===== src/rtl/eth_pkt_tx_arb.sv =====
// rtl/eth_pkt_tx_arb.sv - round-robin N-channel packet arbiter feeding the 10G MAC pkt_tx interface
module eth_pkt_tx_arb #(
    parameter int NUM_CH = 4,
    parameter int DATA_W = 64,
    parameter int MOD_W  = 3,
    parameter int CNT_W  = 16
) (
    input  logic                     clk_156m25,
    input  logic                     reset_156m25_n,
    input  logic [NUM_CH*DATA_W-1:0] ch_data,
    input  logic [NUM_CH-1:0]        ch_val,
    input  logic [NUM_CH-1:0]        ch_sop,
    input  logic [NUM_CH-1:0]        ch_eop,
    input  logic [NUM_CH*MOD_W-1:0]  ch_mod,
    output logic [NUM_CH-1:0]        ch_rdy,
    input  logic                     pkt_tx_full,
    output logic [DATA_W-1:0]        pkt_tx_data,
    output logic                     pkt_tx_val,
    output logic                     pkt_tx_sop,
    output logic                     pkt_tx_eop,
    output logic [MOD_W-1:0]         pkt_tx_mod,
    output logic                     proto_err,
    output logic [NUM_CH*CNT_W-1:0]  pkt_cnt
);
    localparam int GW = (NUM_CH > 1) ? $clog2(NUM_CH) : 1;

    typedef enum logic {IDLE, PKT} state_t;

    state_t            state, state_nxt;
    logic [GW-1:0]     grant, last_grant, winner;
    logic              hit, first, accept;
    logic [NUM_CH-1:0] drain;
    logic [DATA_W-1:0] sel_data;
    logic              sel_val, sel_sop, sel_eop;
    logic [MOD_W-1:0]  sel_mod;
    int                rr_start, rr_dist, rr_best;

    // Eligible channel with the smallest rotated distance from last_grant+1 wins.
    always_comb begin
        hit      = 1'b0;
        winner   = '0;
        rr_best  = NUM_CH;
        rr_dist  = 0;
        rr_start = (int'(last_grant) >= NUM_CH - 1) ? 0 : int'(last_grant) + 1;
        for (int i = 0; i < NUM_CH; i++) begin
            rr_dist = (i >= rr_start) ? (i - rr_start) : (i - rr_start + NUM_CH);
            if (ch_val[i] && ch_sop[i] && (rr_dist < rr_best)) begin
                hit     = 1'b1;
                winner  = GW'(i);
                rr_best = rr_dist;
            end
        end
    end

    always_comb begin
        sel_data = '0;
        sel_val  = 1'b0;
        sel_sop  = 1'b0;
        sel_eop  = 1'b0;
        sel_mod  = '0;
        for (int i = 0; i < NUM_CH; i++) begin
            if (grant == GW'(i)) begin
                sel_data = ch_data[i*DATA_W +: DATA_W];
                sel_val  = ch_val[i];
                sel_sop  = ch_sop[i];
                sel_eop  = ch_eop[i];
                sel_mod  = ch_mod[i*MOD_W +: MOD_W];
            end
        end
    end

    assign accept = (state == PKT) && sel_val && !pkt_tx_full;
    // Mid-packet beats arriving while idle are swallowed so they cannot block arbitration.
    assign drain  = (state == IDLE) ? (ch_val & ~ch_sop) : '0;

    always_comb begin
        ch_rdy = '0;
        if (state == IDLE) begin
            ch_rdy = drain;
        end else begin
            for (int i = 0; i < NUM_CH; i++) begin
                ch_rdy[i] = (grant == GW'(i)) && !pkt_tx_full;
            end
        end
    end

    always_comb begin
        state_nxt = state;
        case (state)
            IDLE: if (hit) state_nxt = PKT;
            PKT:  if (accept && sel_eop) state_nxt = IDLE;
        endcase
    end

    always_ff @(posedge clk_156m25 or negedge reset_156m25_n) begin
        if (!reset_156m25_n) begin
            state <= IDLE;
        end else begin
            state <= state_nxt;
        end
    end

    always_ff @(posedge clk_156m25 or negedge reset_156m25_n) begin
        if (!reset_156m25_n) begin
            grant       <= '0;
            last_grant  <= GW'(NUM_CH - 1);
            first       <= 1'b0;
            pkt_tx_data <= '0;
            pkt_tx_val  <= 1'b0;
            pkt_tx_sop  <= 1'b0;
            pkt_tx_eop  <= 1'b0;
            pkt_tx_mod  <= '0;
            proto_err   <= 1'b0;
            pkt_cnt     <= '0;
        end else begin
            pkt_tx_val <= accept;
            proto_err  <= (accept && sel_sop && !first) || (|drain);
            if (state == IDLE && hit) begin
                grant <= winner;
                first <= 1'b1;
            end
            if (accept) begin
                first       <= 1'b0;
                pkt_tx_data <= sel_data;
                pkt_tx_sop  <= sel_sop && first;
                pkt_tx_eop  <= sel_eop;
                pkt_tx_mod  <= sel_eop ? sel_mod : '0;
                if (sel_eop) begin
                    last_grant <= grant;
                    for (int i = 0; i < NUM_CH; i++) begin
                        if (grant == GW'(i)) begin
                            pkt_cnt[i*CNT_W +: CNT_W] <= pkt_cnt[i*CNT_W +: CNT_W] + 1'b1;
                        end
                    end
                end
            end
        end
    end
endmodule

===== config.mk =====
export PLATFORM = sky130hd
export DESIGN_NAME = eth_pkt_tx_arb
export DESIGN_NICKNAME = d
export VERILOG_FILES = /design/src/rtl/eth_pkt_tx_arb.sv
export SDC_FILE = /design/constraint.sdc
export NUM_CORES = 1
export LEC_CHECK = 0
export CAP_MARGIN = 10
export CELL_PAD_IN_SITES_DETAIL_PLACEMENT = 2
export CELL_PAD_IN_SITES_GLOBAL_PLACEMENT = 2
export CORE_MARGIN = 2
export CORE_UTILIZATION = 24
export CTS_BUF_LIST = sky130_fd_sc_hd__clkbuf_2
export DETAILED_ROUTE_END_ITERATION = 7
export PLACE_DENSITY_LB_ADDON = 0.1
export RECOVER_POWER = 25
export SLEW_MARGIN = 15
export SYNTH_ARGS = -nofsm -noshare
export SYNTH_HDL_FRONTEND = slang
export SYNTH_SLANG_ARGS = --single-unit

===== constraint.sdc =====
create_clock -name clk_156m25 -period 3.55 [get_ports clk_156m25]
set_input_delay 0.71 -clock clk_156m25 [delete_from_list [all_inputs] [get_ports clk_156m25]]
set_output_delay 0.71 -clock clk_156m25 [all_outputs]
set_load 0.05 [all_outputs]

==> results of run 1 <==
worst max-delay path, cell delays in order, from the launching register on:
cell and delay (ns):
dfrtp_4 0.76, nor4b_1 0.64, o21bai_1 0.26, buf_12 0.18
layout by cell type, fill, tap and decap left out, types with 3 or more instances in the layout:
cell and instances:
a21oi_1 5, o21ai_0 11, xnor2_1 34, mux2i_1 3
and3_1 11, xor2_1 27, and2_1 6, mux4_2 67
buf_12 3, clkbuf_2 19, ha_1 11, nand4_1 20
nor3_1 7, clkdlybuf4s50_1 416, nand3_1 25, mux2_2 68
nor2_1 23, buf_4 27, nor2b_1 3, a221o_1 3
and4_1 4, nand2_1 43, dfrtp_1 137, clkinv_2 5
nand2b_1 5, clkinv_4 3, inv_1 12
timing repair:
item                       CTS  global route
hold buffers                 1             0
buffers inserted             0             2
setup endpoints to repair    0             3
resized for setup            0             7
hold endpoints to repair    58             0
cells by family after synthesis:
kind of cell	after synthesis
AOI/OAI and AO/OA	36
xor gates and xnor gates	61
adders and majority gates	12
buffers and inverters	45
DFF	141
muxes	138
and+or+nand+nor	162
power groups by stage:
| stage | Clock (mW) | Combinational, mW | Sequential (mW) |
|---|---|---|---|
| 3_5_place_dp | 0 | 6.09 | 2.63 |
| 5_1_grt | 1.11 | 6.39 | 2.67 |
| 3_3_place_gp | 0 | 6.05 | 2.59 |
| 2_1_floorplan | 0 | 2.26 | 4.05 |
| 6_report | 0.990 | 6.04 | 2.57 |
| 4_1_cts | 1.05 | 6.12 | 2.60 |
final cells by class:
class                      instances  area, µm²  area share
clock inverter                    14      142.6     0.01104
clock buffer                      18      90.09    0.006974
sequential                       141       3538      0.2739
tap                              442      553.0     0.04281
timing repair buffer             448       4442      0.3439
antenna                            2      5.005   0.0003874
inverter                          13      50.05    0.003874
multi-input combinational        409       4096      0.3171
registers in the layout, summed over array words and instances, names as in the netlist:
register,flops
pkt_cnt,64
pkt_tx_eop,1
first,1
pkt_tx_data,64
proto_err,1
pkt_tx_sop,1
grant,2
pkt_tx_val,1
pkt_tx_mod,3
last_grant,2
state,1
per-stage QoR:
| stage | utilization | total power, mW |
|---|---|---|
| 6_report | 0.4001 | 9.597 |
| 5_1_grt | 0.4001 | 10.17 |
| 4_1_cts | 0.3992 | 9.766 |
| 3_5_place_dp | 0.3917 | 8.718 |
| 3_3_place_gp | 0.3917 | 8.636 |
| 2_1_floorplan | - | 6.304 |
layer usage:
metal	global-route usage	part of all wire	routed length (µm)
met5	0	0.00038	13
met3	0.05651	0.062	2122
met2	0.3890	0.55	18650
met4	0.03712	0.011	377
met1	0.2300	0.38	13040
how the worst min path moves through the flow:
stage	startpoint	slack, ns	endpoint	cells after the start
final	pkt_cnt[15]	0.49	pkt_cnt[15]	1
after global routing	pkt_cnt[63]	0.52	pkt_cnt[63]	1
after CTS	pkt_cnt[15]	0.50	pkt_cnt[15]	1
after detailed placement	pkt_cnt[15]	0.46	pkt_cnt[15]	1
after global placement	pkt_tx_sop	0.45	pkt_tx_sop	2
after floorplan	reset_156m25_n	0.41	first	0
==> qor.txt, run 1 <==
Core area = 32290 µm²
Nets = 1325
Most frequent cells after synthesis = dfrtp_1 (139), mux2_2 (68), mux4_2 (67), nand2_1 (43), xnor2_1 (34)
Setup CP Type = reg2out
Overall Global Routing Usage = 0.2054
Dominant cells by area after synthesis = dfrtp_1 (45%), mux4_2 (19%), mux2_2 (9.8%)
Leakage = 5.134 nW
Relative max-transition margin = -0.2721
Synth Cell Area = 7809 µm²
Vias in the first global route = 7947
Via count = 6924
Layout cells sized above 1 = 0.2033
Post-synthesis sequential area ratio = 0.4522
Clk Latency, worst-skew pair = 0.69 ns
Post-synthesis simple-gate area fraction = 0.1086
Clk pwr share = 0.103
Post-DP HPWL = 28130 µm
PnR worst setup slack = 0.2941 ns
CP arrival = 2.55 ns
Critical path peak fanout = 28
Avg Cell Area, Syn = 13.12 µm²
Post-Route WL = 34210 µm
TritonCTS clock tree = done
Yosys top cell area share = 0.4454
Clock sinks = 141
R2R depth = 17
Crit end category = primary output
FF+latch count, synth = 141
Post-synthesis adder-cell area fraction = 0.01923
Switching Share = 0.4737
Grt total ovfl = 0
Async S/R FF share, synth = 1.000
Syn-to-layout area delta = 65.42%
Largest family of logic cells by synthesized area = multiplexers
Finished Layout Cells = 1487
Clk slew on worst S/H paths = 0.26 ns
Max Clock Skew = 0.06895 ns
Initial antenna violation count = 3
Num rows = 66
Iter 0 DRT Violations = 169
Pre-antenna DRT Iters = 4
Final setup fails = 0
Port bufs = 421
Final Hold Viols = 0
Internal Power = 5.051 mW
Reg2reg start = last_grant[1]
Fillcell total = 3372
Initial Util = 0.2418
Required @ worst endpoint = 2.84 ns
CP Launch Type = flip-flop
Cell with the most instances after synthesis = dfrtp_1
Post-synthesis xor/xnor area fraction = 0.06842
Pre-CTS WS = -0.3091 ns
R2r endpoint = grant[0]
CTS buffer count = 17
Routed Antenna Nets = 0
Synth Warn # = 0
Power per cell area = 743.0 nW/µm²
Pin count of the biggest net entering global routing = 69
First-pass GRT wire length = 51570 µm
Die Wd = 184.4 µm
EDFF count, synth = 0
Post-synthesis compound-gate area fraction = 0.03141
Switching power = 4.546 mW
Vias per cell = 4.656
Die area = 34000 µm²
Multiplexer area fraction after synthesis = 0.2951
Setup crit end = ch_rdy[0]
Final Slew Violations = 68
Placed Cells incl. Taps = 1450
Top_reg_cell synth = dfrtp_1
Slew at the pin with the worst max-slew slack = 1.908 ns
H-tree levels = 4
Critical Path Source = grant[0]
Clock Tree Buf Depth = 2
Final period util = 0.9172
Final Cell Area = 12920 µm²
Root Driver = clkbuf_2
VDD IR max = 0.2743 mV
RSZ-0062 raised after global routing = false
Max Cap Violations = 1
Setup TNS = 0 ns
Routability-driven placement congestion ratio = 0.8177
Final Critical Period = 3.256 ns
Outcome = complete, but fails checks
Unique masters post-synth = 50
Wire per inst = 23.01 µm
Failing checks = max-capacitance violations, max-slew violations
Worst hold path type = reg2reg
Power share of the sequential group = 0.268
Hold slack = 0.4867 ns
Max frequency = 0.3071 GHz
Post-Synthesis Cells = 595
Die Ht = 184.4 µm
Flop-to-flop setup slack = 0.36 ns
Area leader, netlist = dfrtp_1
Combinational power share = 0.629
Boundary pin count = 422
Drt drc = 0
Placed inst area = 12650 µm²
Syn Nets = 890
Power figures use the tool's default switching activity.
==> run 2: changes to the inputs <==
- CORE_UTILIZATION: 24 -> 26
- MAX_ROUTING_LAYER: unset -> met4
- clock period: 3.55 -> 3.9 ns (I/O delays scaled with it)
==> qor.txt, run 2 (synthesized netlist as in run 1, its figures left out) <==
Final Hold Viols = 0 (unchanged)
Die area = 31440 µm² (-7.5%)
Vias per cell = 4.819 (+3.5%)
Clock Tree Buf Depth = 2 (unchanged)
H-tree levels = 4 (unchanged)
Outcome = complete, but fails checks
Critical Path Source = last_grant[0]
Max frequency = 0.2766 GHz
Num rows = 63 (-4.5%)
Pre-antenna DRT Iters = 6 (+2)
Drt drc = 0 (unchanged)
Via count = 6852 (-1.0%)
Most frequent cells in the layout = clkdlybuf4s50_1 (419), dfrtp_1 (137), mux2_2 (68)
Syn-to-layout area delta = 63.32%
Initial Util = 0.2635 (+0.02162)
Flop-to-flop setup slack = 0.28 ns (-0.08 ns)
Die Ht = 177.3 µm (-3.8%)
Register area = 3538 µm² (unchanged)
Final Slew Violations = 84 (+24%)
Max Clock Skew = 0.06632 ns (-0.002637 ns)
R2r endpoint = grant[0]
Root Driver = clkbuf_2
First-pass GRT wire length = 49590 µm (-3.8%)
Pin count of the biggest net entering global routing = 84 (+22%)
Wire per inst = 23.43 µm (+1.9%)
Crit end category = flip-flop
Final period util = 0.9271
Max Cap Violations = 1 (unchanged)
CP Launch Type = flip-flop
Slew at the pin with the worst max-slew slack = 2.267 ns (+0.3586 ns)
Biggest regs = pkt_cnt (64), pkt_tx_data (64), pkt_tx_mod (3)
R2R depth = 17 (unchanged)
Pre-CTS WS = -0.1545 ns (+0.1545 ns)
Port bufs = 421 (unchanged)
Clk slew on worst S/H paths = 0.29 ns (+0.03 ns)
Layout cells sized above 1 = 0.1901 (-0.01315)
Routed Antenna Nets = 0 (unchanged)
PnR worst setup slack = 0.2845 ns (-0.009643 ns)
Nets = 1313 (-0.91%)
Commonest non-fill, non-tap cell in the layout = clkdlybuf4s50_1
Setup crit end = grant[0]
Placed Cells incl. Taps = 1389 (-4.2%)
Iter 0 DRT Violations = 350 (+110%)
Reg2reg start = last_grant[0]
Multi-input gate area = 4088 µm² (-0.21%)
Relative max-transition margin = -0.5112 (-0.2391)
Leakage = 5.066 nW (-1.3%)
Worst hold path type = reg2reg
Grt total ovfl = 0 (unchanged)
Placed inst area = 12510 µm² (-1.1%)
Final Cell Area = 12750 µm² (-1.3%)
Post-DP HPWL = 26980 µm (-4.1%)
Clock sinks = 141 (unchanged)
Final setup fails = 0 (unchanged)
Die Wd = 177.3 µm (-3.8%)
TritonCTS clock tree = done
CP arrival = 4.28 ns (+1.73 ns)
Fillcell total = 3072 (-8.9%)
Required @ worst endpoint = 4.56 ns (+1.72 ns)
Routability-driven placement congestion ratio = 0.8529 (+4.3%)
CTS buffer count = 17 (unchanged)
Boundary pin count = 422 (unchanged)
Clk Latency, worst-skew pair = 0.74 ns (+0.05 ns)
HP Start = pkt_cnt[31]
Final core utilization = 0.4303 (+0.03024)
Finished Layout Cells = 1422 (-4.4%)
VDD IR max = 0.3067 mV (+12%)
Post-Route WL = 33320 µm (-2.6%)
Vias in the first global route = 7945 (-0.025%)
Initial antenna violation count = 1 (-2)
CTS hold repair buffers = 0 (-1)
Final Critical Period = 3.616 ns
Power per cell area = 680.8 nW/µm² (-8.4%)
Critical path peak fanout = 6 (-79%)
Core area = 29640 µm² (-8.2%)
Setup TNS = 0 ns (unchanged)
Setup CP Type = reg2reg
Failing checks = max-capacitance violations, max-slew violations
Overall Global Routing Usage = 0.2230 (+0.01765)
-- run 2: cell count changes in the layout (fill, tap and decap cells not counted), sizes merged --
cell,delta
inv,+6
diode,-1
buf,-15
clkdlybuf4s50,+3
clkinvlp,+1
dlygate4sd3,-1
clkinv,-6
-- run 2: final cells by class --
type / count / area share
timing repair buffer: 436 / 0.3394
multi-input combinational: 409 / 0.3205
sequential: 141 / 0.2774
tap: 390 / 0.03826
clock inverter: 15 / 0.01354
clock buffer: 17 / 0.006671
inverter: 13 / 0.003924
antenna: 1 / 0.0001962
-- run 2: through the flow --
step	total power, mW	hold slack (ns)
CTS	8.847	0.006229
global route	9.184	0.5182
finish	8.683	0.4929
detailed placement	7.838	0.4734
floorplan	5.739	0.4711
global placement	7.758	0.4601
-- run 2: worst max-delay path: stages, from the launching register on --
cell      delay, ns
dfstp_2        0.63
inv_1          0.08
ha_1           0.40
nand2_1        0.18
nand2_1        0.10
o21ai_0        0.10
ha_1           0.20
nor3b_1        0.19
a21boi_0       0.14
a211oi_2       0.32
nand2_1        0.09
o21a_1         0.11
ha_1           0.29
o21ai_0        0.18
a21oi_1        0.20
o21ai_1        0.09
a21oi_1        0.15
o221ai_1       0.13
-- run 2: worst min path at each step --
stage / to / slack, ns / cells after the start
2_1_floorplan: first / 0.47 / 1
3_3_place_gp: pkt_cnt[47] / 0.46 / 1
3_5_place_dp: pkt_cnt[47] / 0.47 / 1
4_1_cts: pkt_cnt[24] / 0.006 / 1
5_1_grt: pkt_cnt[15] / 0.52 / 1
6_report: pkt_cnt[31] / 0.49 / 1
-- run 2: timing repair --
item	4_1_cts	5_1_grt
hold endpoints to repair	0	0
setup endpoints to repair	0	2
setup buffers	0	0
gates resized for setup	0	2
-- run 2: metal layers --
metal	GRT usage	share of wire	vias up
met3	0.06255	0.065	54
li1	-	-	3074
met1	0.2494	0.39	3473
met4	0.08504	0.034	0
met5	-	0	-
met2	0.3786	0.51	251
-- run 2: report_power, final --
part | switching (mW) | internal [mW] | total (mW)
clock network | 0.649 | 0.315 | 0.964
registers | 0.361 | 1.93 | 2.29
logic | 3.16 | 2.27 | 5.43
total | 4.17 | 4.52 | 8.68
